--- src/rtl/note_scheduler.sv ---
// rtl/note_scheduler.sv - live-key / song-ROM note scheduler; NOTE_SCHEDULER_LOOP_EN repeats the song
module note_scheduler #(
    parameter int BEAT_TICKS = 25000000,
    parameter int GAP_TICKS  = 2500000,
    parameter int SONG_DEPTH = 16,
    localparam int AW        = $clog2(SONG_DEPTH)
) (
    input  logic          clk,
    input  logic          rst,
    input  logic [7:0]    key,
    input  logic          play,
    input  logic          stop,
    output logic [AW-1:0] song_addr,
    input  logic [5:0]    song_data,
    output logic [3:0]    note,
    output logic          busy
);

    // Counter must hold the longest note (4 beats) and the gap, minus one.
    localparam int DUR_MAX = 4 * BEAT_TICKS;
    localparam int CW      = $clog2((DUR_MAX > GAP_TICKS) ? DUR_MAX : GAP_TICKS) + 1;

    localparam logic [2:0] S_LIVE  = 3'd0;
    localparam logic [2:0] S_FETCH = 3'd1;
    localparam logic [2:0] S_WAIT  = 3'd2;
    localparam logic [2:0] S_PLAY  = 3'd3;
    localparam logic [2:0] S_GAP   = 3'd4;

    localparam logic [3:0] NOTE_NONE = 4'd8;
    localparam logic [3:0] CODE_END  = 4'hF;

`ifdef NOTE_SCHEDULER_LOOP_EN
    // Looping: the end of the song restarts the fetch from address 0.
    localparam logic [2:0] END_STATE = S_FETCH;
    localparam logic       END_BUSY  = 1'b1;
`else
    // One-shot: the end of the song hands control back to the live keys.
    localparam logic [2:0] END_STATE = S_LIVE;
    localparam logic       END_BUSY  = 1'b0;
`endif

    logic [2:0]    r_state;
    logic [3:0]    r_note;
    logic          r_busy;
    logic [AW-1:0] r_addr;
    logic [CW-1:0] r_cnt;

    logic [3:0]    w_live_note;
    logic [3:0]    w_code;
    logic [1:0]    w_beats;
    logic [CW-1:0] w_dur;
    logic [3:0]    w_song_note;
    logic          w_last;

    assign w_code      = song_data[5:2];
    assign w_beats     = song_data[1:0];
    assign w_dur       = CW'((int'(w_beats) + 1) * BEAT_TICKS - 1);
    assign w_song_note = (w_code <= 4'd7) ? w_code : NOTE_NONE;
    assign w_last      = (r_addr == AW'(SONG_DEPTH - 1));

    // Lowest pressed key wins; no key pressed means silence.
    always_comb begin
        w_live_note = NOTE_NONE;
        for (int i = 7; i >= 0; i--) begin
            if (key[i]) begin
                w_live_note = 4'(i);
            end
        end
    end

    // Scheduler FSM; note/busy/address are registered with the state transition.
    always_ff @(posedge clk or posedge rst) begin
        if (rst) begin
            r_state <= S_LIVE;
            r_note  <= NOTE_NONE;
            r_busy  <= 1'b0;
            r_addr  <= '0;
            r_cnt   <= '0;
        end else if (stop && (r_state != S_LIVE)) begin
            r_state <= S_LIVE;
            r_note  <= NOTE_NONE;
            r_busy  <= 1'b0;
            r_addr  <= '0;
            r_cnt   <= '0;
        end else begin
            case (r_state)
                S_LIVE: begin
                    if (play && !stop) begin
                        r_state <= S_FETCH;
                        r_note  <= NOTE_NONE;
                        r_busy  <= 1'b1;
                        r_addr  <= '0;
                    end else begin
                        r_note  <= w_live_note;
                    end
                end
                S_FETCH: begin
                    r_state <= S_WAIT;
                    r_note  <= NOTE_NONE;
                end
                S_WAIT: begin
                    if (w_code == CODE_END) begin
                        r_state <= END_STATE;
                        r_busy  <= END_BUSY;
                        r_note  <= NOTE_NONE;
                        r_addr  <= '0;
                        r_cnt   <= '0;
                    end else begin
                        r_state <= S_PLAY;
                        r_note  <= w_song_note;
                        r_cnt   <= w_dur;
                    end
                end
                S_PLAY: begin
                    if (r_cnt == '0) begin
                        r_state <= S_GAP;
                        r_note  <= NOTE_NONE;
                        r_cnt   <= CW'(GAP_TICKS - 1);
                    end else begin
                        r_cnt   <= r_cnt - 1'b1;
                    end
                end
                S_GAP: begin
                    if (r_cnt != '0) begin
                        r_cnt   <= r_cnt - 1'b1;
                    end else if (w_last) begin
                        r_state <= END_STATE;
                        r_busy  <= END_BUSY;
                        r_note  <= NOTE_NONE;
                        r_addr  <= '0;
                    end else begin
                        r_state <= S_FETCH;
                        r_addr  <= r_addr + 1'b1;
                    end
                end
                default: begin
                    r_state <= S_LIVE;
                    r_note  <= NOTE_NONE;
                    r_busy  <= 1'b0;
                    r_addr  <= '0;
                    r_cnt   <= '0;
                end
            endcase
        end
    end

    assign song_addr = r_addr;
    assign note      = r_note;
    assign busy      = r_busy;

endmodule

--- config.mk ---
export PLATFORM = sky130hd
export DESIGN_NAME = note_scheduler
export DESIGN_NICKNAME = d
export VERILOG_FILES = /design/src/rtl/note_scheduler.sv
export SDC_FILE = /design/constraint.sdc
export NUM_CORES = 1
export LEC_CHECK = 0
export ABC_AREA = 1
export ABC_CLOCK_PERIOD_IN_PS = 4200
export BUFFER_PORTS_ARGS = -buffer_cell sky130_fd_sc_hd__buf_2
export CAP_MARGIN = 15
export CORE_MARGIN = 8
export CORE_UTILIZATION = 57
export DETAILED_ROUTE_END_ITERATION = 10
export GPL_ROUTABILITY_DRIVEN = 0
export PLACE_DENSITY_LB_ADDON = 0.3
export SYNTH_ARGS = -nofsm -noshare
export SYNTH_HDL_FRONTEND = slang
export SYNTH_SLANG_ARGS = --single-unit
--- constraint.sdc ---
create_clock -name clk -period 4.2 [get_ports clk]
set_input_delay 0.84 -clock clk [delete_from_list [all_inputs] [get_ports clk]]
set_output_delay 0.84 -clock clk [all_outputs]
set_load 0.03 [all_outputs]
* Yosys cells after proc, flatten, opt, wreduce, memory -nomap -nowiden
Index checks and enable logic that the tools add are counted.
W data, S select, Z words.
** Word-level totals
- Memories :: 0
- Bits in writable memories :: 0
- Input port bits :: 18
- Register bits :: 40
- Memory bits (read-only) :: 0
- Output and inout port bits :: 9
- Bits in latches :: 0
** Cells by class
- Magnitude comparators :: 1
- Divide/modulo/power cells :: 0
- Add/sub/neg operators :: 4
- Multiply operators :: 1
- Bitwise operators :: 0
- Shift operators :: 0
- Reduce and logical (&&, ||, !) cells :: 14
- Equal/unequal tests :: 14
- Multiplexer cells :: 40
** Operators by type and width (number)
- $mux W28 :: 4
- $pmux W28 S4 :: 1
- $mux W4 :: 20
- $sub A28 B1 Y28 const B :: 2
- $pmux W4 S4 :: 2
- $logic_not A28 Y1 :: 1
- $reduce_bool A28 Y1 :: 1
- $mul A3 B19 Y22 const B :: 1
- $ne A3 B3 Y1 const B :: 6
- $pmux W3 S5 :: 1
- $mux W3 :: 4
- $eq A4 B4 Y1 const B :: 2
- $eq A3 B2 Y1 const B :: 2
- $mux W1 :: 6
- $reduce_and A3 Y1 :: 2
- $reduce_and A5 Y1 :: 1
- $add A4 B1 Y4 const B :: 1
- $le A4 B3 Y1 const B :: 1
- $ne A2 B1 Y1 const B :: 2
- $pmux W1 S4 :: 1
- $reduce_and A4 Y1 :: 1
- $reduce_or A2 Y1 :: 2
- $add A2 B1 Y3 const B :: 1
- $eq A3 B1 Y1 const B :: 1
- 7 further kinds :: 8

* Longest topological paths before layout
- Depth in word-level cells :: 11
- Mapped depth :: 17
- Depth with buffers taken out :: 17

* Least setup slack after synthesis
OpenSTA, ideal clock, no wires.
- Path kind :: input-to-reg
- Start :: input song_data[0]
- End :: register r_cnt[21]
- Cell stages on the path :: 13
- Data arrival time :: 2.432 ns
- Slack :: 1.652 ns
- Required time :: 4.084 ns
- Library setup time :: 0.116 ns
- Path through :: inv_1 -> ha_1 -> inv_1 -> ha_1 -> inv_1 -> o21ai_0 -> nor2_1 -> a21oi_1 -> nand2_1 -> nand3_1 -> nand2_1 -> nand2_1 -> nand2_1
** Between the ends
- Word-level cells in the longest chain between the ends :: 6
** RTL lines
- start, declared :: line 14 : input logic [5:0] song_data,
- $add A2 B1 Y3 :: line 57 : assign w_dur = CW'((int'(w_beats) + 1) * BEAT_TICKS - 1);
- $mul A3 B19 Y22 :: line 57
- $sub A28 B1 Y28 :: line 57
- $mux W28 :: line 102 : if (w_code == CODE_END) begin
- $pmux W28 S4 :: line 86 : case (r_state)
- $mux W28 :: line 79 : end else if (stop && (r_state != S_LIVE)) begin
- end signal, assigned :: line 111 : r_cnt <= w_dur;
- end signal, assigned :: line 118 : r_cnt <= CW'(GAP_TICKS - 1);
- end signal, assigned :: line 120 : r_cnt <= r_cnt - 1'b1;
- end, declared :: line 46 : logic [CW-1:0] r_cnt;
No other way between the ends.
A chain may end at the register's enable or synchronous reset.

* Worst setup path in the final report
Same ends and word-level chain as after synthesis.

==> results.tsv <==
stage	metric	value	unit
status	status	complete, no violations	
floorplanning	core	0.00585	mm2
sta	rsz0062_at_grt	no	
synth	yosysUniqueCellTypes	41	
min_path	hp-start	busy	
clock_tree	cts-root-buf	clkbuf_8	
synth	yosys_warnings	0	
min_path	whs_endpoint	busy	
clock_tree	clockBufferDepth	2	
global_routing	overflow	0	
global_routing	grt.total_usage	22.0	%
synth	synth_top_area_share	28.5	%
cells_and_area	regArea	0.00100	mm2
sta	fin_crit_sh	65.1	%
placement	dpl.hpwl	6910	um
detailed_routing	drt_iter0_drc	241	
clock_tree	tritoncts	built	
cells_and_area	multi_input_area	0.00214	mm2
clock_tree	holdBufCountCts	0	
synth	ys_top_cells_by_area	dfrtp_1 28%, nand2_1 22%, nor2_1 6.9%, ha_1 5.1%, nand3_1 5.0%	
worst_setup_path	cp-end-kind	register	
detailed_routing	routedWlPerCell	14.4	um
synth	netlist_area	0.00343	mm2
sta	worst_slew_pin_slew	0.546	ns
worst_setup_path	reg2reg_slack	1.82	ns
cells_and_area	final_common_cell	nand2_1	
min_path	hold_class	reg -> reg	
synth	syn-num-nets	560	
clock_tree	ctsResizeCount	0	
detailed_routing	wirelength	9090	um
synth	synth_seq_cells	40	
global_routing	grt_max_degree	30	
sta	setup_viol	0	
sta	drv_slew	0	
synth	postSynthCellCount	528	
cells_and_area	final_cell_area	0.00371	mm2
clock_tree	numCtsBuffers	5	
floorplanning	dieArea	0.00875	mm2
detailed_routing	remaining_drc_errors	0	
worst_setup_path	ff2ff_path_depth	8	
detailed_routing	via_per_inst	5.56	
cells_and_area	final_cell_mix	205 x nand2_1, 63 x nor2_1, 45 x inv_1, 39 x dfrtp_1, 34 x nand3_1	
synth	yosysTopAreaCell	dfrtp_1	
worst_setup_path	worstSetupStartpointType	primary input	
sta	skew	0.0139	ns
synth	avgSynthCellArea	6.49	um2
cells_and_area	areaGrowthSynthToFinish	8.29	%
floorplanning	die_x	93.5	um
sta	finalHoldViolations	0	
detailed_routing	num_vias	3503	
global_routing	grt_pass1_wl	15700	um
worst_setup_path	timing.rr.start	r_state[2]	
cells_and_area	n_fill_cell	540	
synth	synth-main-ff-cell	dfrtp_1	
worst_setup_path	reg2reg_to	r_cnt[6]	
global_routing	grt_antenna_before_repair	0	
clock_tree	cts_max_level	2	
worst_setup_path	crit_required	4.40	ns
run	cap_violations	0	
detailed_routing	first_pass_iters	5	
floorplanning	rows	28	
worst_setup_path	arrival	2.94	ns
placement	dpl_cell_area	0.00360	mm2
min_path	whs_path_depth	2	
sta	period_minus_slack	2.73	ns
global_routing	grt_pass1_vias	3410	
sta	tns	0	ns
clock_tree	postCtsSetupRepairBufs	0	
sta	timing.fmax	366	MHz
detailed_routing	drt.antenna.violating_nets	0	
cells_and_area	nets	586	
sta	relSlewSlack	63.5	%
cells_and_area	diodes	0	
clock_tree	clock-sinks	40	
cells_and_area	fin_util	63.4	%
synth	yosysSeqAreaShare	29.3	%
floorplanning	die_h	93.5	um
floorplanning	io_pins	27	
synth	synth_edf_count	0	
floorplanning	initial_core_util	58.6	%
worst_setup_path	crit_fanout	9	
sta	whs	0.490	ns
placement	port_buffers	26	
worst_setup_path	crit_type	in -> reg	
clock_tree	clk_pin_slew	0.10	ns
clock_tree	clk_latency	0.30	ns
synth	synthArstFlopShare	100	%
cells_and_area	drive_gt1_share	11.4	%
## worst max-delay path by stage
stage	from	to	slack [ns]	cells past startpoint
3_3_place_gp	song_data[0]	r_cnt[21]	1.29	14
6_report	song_data[0]	r_cnt[21]	1.47	16
3_5_place_dp	song_data[0]	r_cnt[21]	1.16	14
4_1_cts	song_data[0]	r_cnt[21]	1.47	14
2_1_floorplan	song_data[0]	r_cnt[21]	1.65	13
5_1_grt	song_data[0]	r_cnt[21]	1.16	14
## Yosys cell counts, drive strengths merged, types with 2 or more instances
| cell type | instances |
|---|---|
| nand2 | 209 |
| nor2 | 76 |
| inv | 51 |
| dfrtp | 39 |
| nand3 | 35 |
| o21ai | 33 |
| ha | 14 |
| a21oi | 12 |
| xor2 | 11 |
| nand4 | 10 |
| buf | 9 |
| o211ai | 5 |
| nor3 | 4 |
| o21bai | 3 |
| or2 | 3 |
| xnor2 | 3 |
| o31ai | 2 |
## final cells by class
| class | count | area share [%] |
|---|---|---|
| clock buffers | 5 | 1.85 |
| clock inverters | 3 | 1.15 |
| inverters | 51 | 5.36 |
| multi-input cells | 428 | 57.6 |
| flip-flops and latches | 40 | 27.0 |
| well taps | 75 | 2.53 |
| repair buffers | 28 | 4.45 |
## cells by family (layout without fill, tap and decap cells)
kind of cell	Yosys count	in the layout	share of synthesized area, %
flops	40	40	29.3
xor+xnor	14	14	3.58
compound gates	61	61	10.2
simple gates	339	339	43.6
buf+inv	60	87	8.33
fa+ha+maj	14	14	5.11
## worst max-delay path, cell delays in order
cell,delay [ns]
buf_2,0.17
inv_1,0.14
ha_1,0.35
inv_1,0.10
nor2_1,0.05
nor2_1,0.22
ha_1,0.19
inv_1,0.05
o21ai_0,0.28
nor2_1,0.10
a21oi_1,0.15
nand2_1,0.06
nand3_1,0.08
nand2_1,0.06
nand2_1,0.05
nand2_1,0.05
## state kept, by name, indices dropped and copies added, names as in the netlist
signal / count
r_state: 3
song_addr: 4
note: 4
busy: 1
r_cnt: 28
## metal layers
metal  GRT usage [%]  vias to the layer above  routed length, um
li1                -                     1735                  -
met1            28.2                     1597               4020
met2            35.5                      149               4210
met3            4.01                       22                598
met4            8.59                        0                254
met5               0                        -                  0
## metrics by stage
step,setup WS (ns),std cells
final,1.47,630
after global routing,1.16,630
after CTS,1.47,630
after detailed placement,1.16,622
after global placement,1.29,621
after floorplan,1.65,528
Power is left out: the tool's default activity adds up to more than one toggle a clock period on the data nets, which glitch-free logic cannot reach.
